**config.mk**
```make
export PLATFORM = sky130hd
export DESIGN_NAME = instr_sequencer
export DESIGN_NICKNAME = d
export VERILOG_FILES = /design/src/rtl/instr_sequencer.sv
export SDC_FILE = /design/constraint.sdc
export NUM_CORES = 1
export LEC_CHECK = 0
export ABC_AREA = 1
export BUFFER_PORTS_ARGS = -buffer_cell sky130_fd_sc_hd__buf_2
export CAP_MARGIN = 40
export CELL_PAD_IN_SITES_DETAIL_PLACEMENT = 0
export CELL_PAD_IN_SITES_GLOBAL_PLACEMENT = 2
export CORE_MARGIN = 1.5
export CORE_UTILIZATION = 38
export CTS_CLUSTER_DIAMETER = 200
export DETAILED_ROUTE_END_ITERATION = 12
export GPL_TIMING_DRIVEN = 0
export PLACE_DENSITY_LB_ADDON = 0.05
export SLEW_MARGIN = 20
export SYNTH_ARGS = -nofsm -noshare
export SYNTH_HDL_FRONTEND = slang
export SYNTH_SLANG_ARGS = --single-unit
```
**constraint.sdc**
```tcl
create_clock -name clk -period 3.9 [get_ports clk]
set_input_delay 1.17 -clock clk [delete_from_list [all_inputs] [get_ports clk]]
set_output_delay 1.17 -clock clk [all_outputs]
set_load 0.1 [all_outputs]
```
**src/rtl/instr_sequencer.sv**
```systemverilog
// instr_sequencer: small program store that replays a loaded instruction
// list to the core. Each entry is held for HOLD_CYCLES clocks, and NOP is
// driven whenever no program entry is being issued.
// Optional feature: define SEQ_LOOP_EN so that the loop input restarts the
// program at entry 0 instead of finishing it.
module instr_sequencer #(
    parameter int INSTRUCTION_WIDTH = 15,
    parameter int DEPTH             = 16,
    parameter int HOLD_CYCLES       = 2,
    parameter logic [INSTRUCTION_WIDTH-1:0] NOP = 15'b1_0000_1011_00_00_00,
    localparam int AW = $clog2(DEPTH)
) (
    input  logic                         clk,
    input  logic                         rst,
    input  logic                         load_en,
    input  logic [AW-1:0]                load_addr,
    input  logic [INSTRUCTION_WIDTH-1:0] load_data,
    input  logic [AW:0]                  prog_len,
    input  logic                         start,
    input  logic                         stop,
    input  logic                         loop,
    output logic [INSTRUCTION_WIDTH-1:0] instruction,
    output logic [AW-1:0]                pc,
    output logic                         busy,
    output logic                         done
);
    localparam int LW = AW + 1;
    localparam int HW = (HOLD_CYCLES > 1) ? $clog2(HOLD_CYCLES) : 1;

    typedef enum logic {IDLE = 1'b0, RUN = 1'b1} state_t;

    state_t                       state_q, state_d;
    logic [INSTRUCTION_WIDTH-1:0] instr_q, instr_d;
    logic [AW-1:0]                pc_q, pc_d;
    logic [HW-1:0]                hold_q, hold_d;
    logic [LW-1:0]                len_q, len_d;
    logic                         done_q, done_d;
    logic                         last_entry, hold_end;
    logic [AW-1:0]                pc_inc;

    logic [INSTRUCTION_WIDTH-1:0] mem [DEPTH];

`ifndef SEQ_LOOP_EN
    // loop has no effect unless the loop feature is built in.
    logic unused_loop;
    assign unused_loop = loop;
`endif

    assign instruction = instr_q;
    assign pc          = pc_q;
    assign busy        = (state_q == RUN);
    assign done        = done_q;

    // Program store: writable only while idle; reset leaves contents intact.
    always_ff @(posedge clk) begin
        if (!rst && load_en && state_q == IDLE)
            mem[load_addr] <= load_data;
    end

    // Control state registers with synchronous reset.
    always_ff @(posedge clk) begin
        if (rst) begin
            state_q <= IDLE;
            instr_q <= NOP;
            pc_q    <= '0;
            hold_q  <= '0;
            len_q   <= '0;
            done_q  <= 1'b0;
        end else begin
            state_q <= state_d;
            instr_q <= instr_d;
            pc_q    <= pc_d;
            hold_q  <= hold_d;
            len_q   <= len_d;
            done_q  <= done_d;
        end
    end

    // Next-state: start/stop handling, hold counting, pc advance and completion.
    always_comb begin
        state_d    = state_q;
        instr_d    = instr_q;
        pc_d       = pc_q;
        hold_d     = hold_q;
        len_d      = len_q;
        done_d     = 1'b0;
        pc_inc     = pc_q + AW'(1);  // wraps modulo DEPTH
        last_entry = ({1'b0, pc_q} == (len_q - LW'(1)));
        hold_end   = (hold_q == HW'(HOLD_CYCLES - 1));
        case (state_q)
            IDLE: begin
                instr_d = NOP;
                pc_d    = '0;
                hold_d  = '0;
                // stop beats start; an empty program is not started
                if (start && !stop && prog_len != '0) begin
                    state_d = RUN;
                    instr_d = mem[AW'(0)];
                    len_d   = (prog_len > LW'(DEPTH)) ? LW'(DEPTH) : prog_len;
                end
            end
            RUN: begin
                if (stop) begin
                    state_d = IDLE;
                    instr_d = NOP;
                    pc_d    = '0;
                    hold_d  = '0;
                end else if (!hold_end) begin
                    hold_d = hold_q + HW'(1);
                end else begin
                    hold_d = '0;
                    if (last_entry) begin
                        done_d = 1'b1;
`ifdef SEQ_LOOP_EN
                        if (loop) begin
                            pc_d    = '0;
                            instr_d = mem[AW'(0)];
                        end else
`endif
                        begin
                            state_d = IDLE;
                            instr_d = NOP;
                            pc_d    = '0;
                        end
                    end else begin
                        pc_d    = pc_inc;
                        instr_d = mem[pc_inc];
                    end
                end
            end
            default: begin
                state_d = IDLE;
                instr_d = NOP;
                pc_d    = '0;
                hold_d  = '0;
            end
        endcase
    end

endmodule

```
==> results.toml <==
[critical_path]
cp-end-kind = "register"
crit_slowest_cell = "nor2_2"
slowest_delay_ps = 540
cp.arrival_ps = 3230
crit_required_ps = 4160
cp_max_fo = 9
path_buf_inv = 3
crit_type = "in -> reg"
startpoint_type = "input pin"
crit_family = "simple AND/OR/NAND/NOR gates"
crit_chain = "buf_2 -> inv_1 -> nand2_1 -> nor2_1 -> nand3_1 -> nor2_2 -> buf_6"

[floorplan]
die_w_um = 174
fp-row-count = 62
core_region_area_sq_um = 28700
start_util = 0.387
die_area_sq_um = 30300
boundaryPins = 51
die_height_um = 174

[layout]
n_antenna_cell = 0
layout.area.seq_sq_um = 7750
finalInstanceArea_sq_um = 13000
drive_gt1_frac = 0.134
nFillCells = 2754
final_util = 0.454
layout-area-overhead-vs-synth_pct = 17.4
multi_input_area_sq_um = 2930
layout.nets = 1168

[drt]
wl_per_cell_um = 20.0
vias_per_cell = 4.90
drc_errors = 0
dr_total_vias = 7571
wl_mm = 30.9
drtAntennaViolNets = 0
drt_iter0_markers = 572
drt-pass1-iter-count = 5

[timing]
fin_ws_ps = 930
worst_slew_pin_slew_ps = 854
rsz0062_at_grt = "false"
hold_viol_final = 0
setup_violations = 0
period_share = 0.762
skew_ps = 24.5
tns_ps = 0
max_freq_ghz = 0.337
drv_slew = 0
relSlewSlack = 0.430
min_period_ps = 2970

[synth]
synth_fp_nets = 1071
yosysSeqAreaShare = 0.698
syn_inst = 1039
synth_warnings = 0
yosys_register_bits = 267
synth.cell_area_sq_um = 11100
synth_cell_types = 26
syn_avg_cell_area_sq_um = 10.7

[power]
combPwrFrac = 0.043
switching_power_mw = 1.36
p_clk_frac = 0.446
power.density_nw_per_um2 = 473
worst_ir_drop_vdd_mv = 0.309
power_frac_seq = 0.512
swShare = 0.220
p_leak_nw = 4.93
power.total_mw = 6.17
p_int_mw = 4.81

[clock_network]
cts_buffer_depth = 3
cts_tree = "done"
hold_buffers = 0
insertion_delay_ps = 580
post_cts_buffers = 0
clock-sinks = 267
numCtsBuffers = 30
clk_pin_slew_ps = 60
htreeDepth = 1
cts-root-buf = "clkbuf_16"
cts_resized = 0

[placement]
gp_congestion = 0.765
dpl.hpwl_mm = 21.9
post-place-ws_ps = 302
placed_cell_area_sq_um = 12100
portBuffers = 49

[run]
timing.max_cap.violations = 0

[hold_path]
min_path_type = "reg -> reg"

[grt]
overflow = 0
antenna_found_initial = 0
grt.total_usage = 0.210
grt_pass1_vias = 7540
grt_max_degree = 17
grt_pass1_wl_mm = 47.1

[status]
outcome = "completed"
## power by group through the flow
stage               logic, mW  clock network [mW]  registers, mW
floorplan              0.0879                   0           3.29
global placement        0.259                   0           3.22
detailed placement      0.268                   0           3.22
CTS                     0.269                2.81           3.16
global route            0.291                2.92           3.16
finish                  0.264                2.75           3.16
## sequential cells by signal, summed over array words and instances (netlist names)
register	count
mem	240
instruction	15
len_q	5
pc	4
busy	1
done	1
hold_end	1
## synthesized netlist by cell type
cell / n / area (sq um)
nor2_2: 1 / 6.26
nand3_1: 206 / 1030
nand2_2: 1 / 6.26
a21oi_1: 7 / 35.0
buf_1: 9 / 33.8
xor2_2: 1 / 16.3
edfxtp_1: 240 / 7210
nand3_2: 2 / 20.0
clkbuf_1: 18 / 67.6
inv_1: 44 / 165
nand2_1: 322 / 1210
nand4_1: 4 / 25.0
a31oi_1: 1 / 6.26
buf_4: 6 / 45.0
buf_2: 17 / 85.1
nor2_1: 86 / 323
o21ai_0: 22 / 110
clkinv_1: 1 / 3.75
buf_6: 5 / 56.3
o21ai_1: 10 / 50.1
xor2_1: 1 / 8.76
nand3b_1: 1 / 7.51
inv_2: 4 / 15.0
ha_1: 2 / 25.0
dfxtp_1: 27 / 541
nor4_1: 1 / 6.26
## metal layers
metal | track usage | part of all wire | up-vias
li1 | - | - | 3751
met1 | 0.296 | 0.47 | 3639
met2 | 0.349 | 0.47 | 139
met3 | 0.0245 | 0.034 | 42
met4 | 0.0471 | 0.020 | 0
met5 | 0 | 0 | -
## final cells by class
class | count | area share
plain buffers | 55 | 0.0221
well taps | 384 | 0.0369
flip-flops and latches | 267 | 0.595
multi-input cells | 668 | 0.224
repair buffers | 65 | 0.0341
clock inverters | 18 | 0.0139
inverters | 49 | 0.0141
clock buffers | 38 | 0.0599
## cell families (layout without fill, tap and decap cells)
group,Yosys count,in the layout,share of synthesized area
buffers and inverters,104,225,0.0425
AO/OA/AOI/OAI,40,40,0.0181
XOR/XNOR,2,2,0.00225
AND/OR/NAND/NOR,624,624,0.237
flip-flops,267,267,0.698
adder cells (fa/ha/maj),2,2,0.00225
## worst min-delay path, cell delays in order (launching register included)
cell and delay, ps:
dfxtp_1 320, inv_1 70, a21oi_1 50
## through the flow
step	instances	hold WS (ps)
after global routing	1544	515
after detailed placement	1488	481
final	1544	491
after global placement	1472	467
after floorplan	1039	448
after CTS	1544	491
## worst paths after layout
| kind | cells after the start | slack, ps | end | start |
|---|---|---|---|---|
| worst max register to register | 10 | 1360 | instruction[1] | pc[1] |
| worst max-delay path | 7 | 930 | mem[4][9] | rst |
| worst min register to register | 2 | 490 | len_q[3] | len_q[3] |
| worst min-delay path | 2 | 490 | len_q[3] | len_q[3] |
## layout by cell type, fill, tap and decap left out, types with 2 or more instances in the layout
cell,netlist,routed
a21oi_1,7,7
buf_1,9,9
buf_2,17,66
buf_4,6,6
buf_6,5,16
buf_8,0,5
bufinv_16,0,3
clkbuf_1,18,26
clkbuf_16,0,30
clkinv_1,1,11
clkinv_2,0,3
dfxtp_1,27,27
edfxtp_1,240,240
ha_1,2,2
inv_1,44,44
inv_2,4,4
nand2_1,322,322
nand3_1,206,206
nand3_2,2,2
nand4_1,4,4
nor2_1,86,70
nor2_2,1,17
o21ai_0,22,22
o21ai_1,10,10
(Power assumes the default switching activity.)
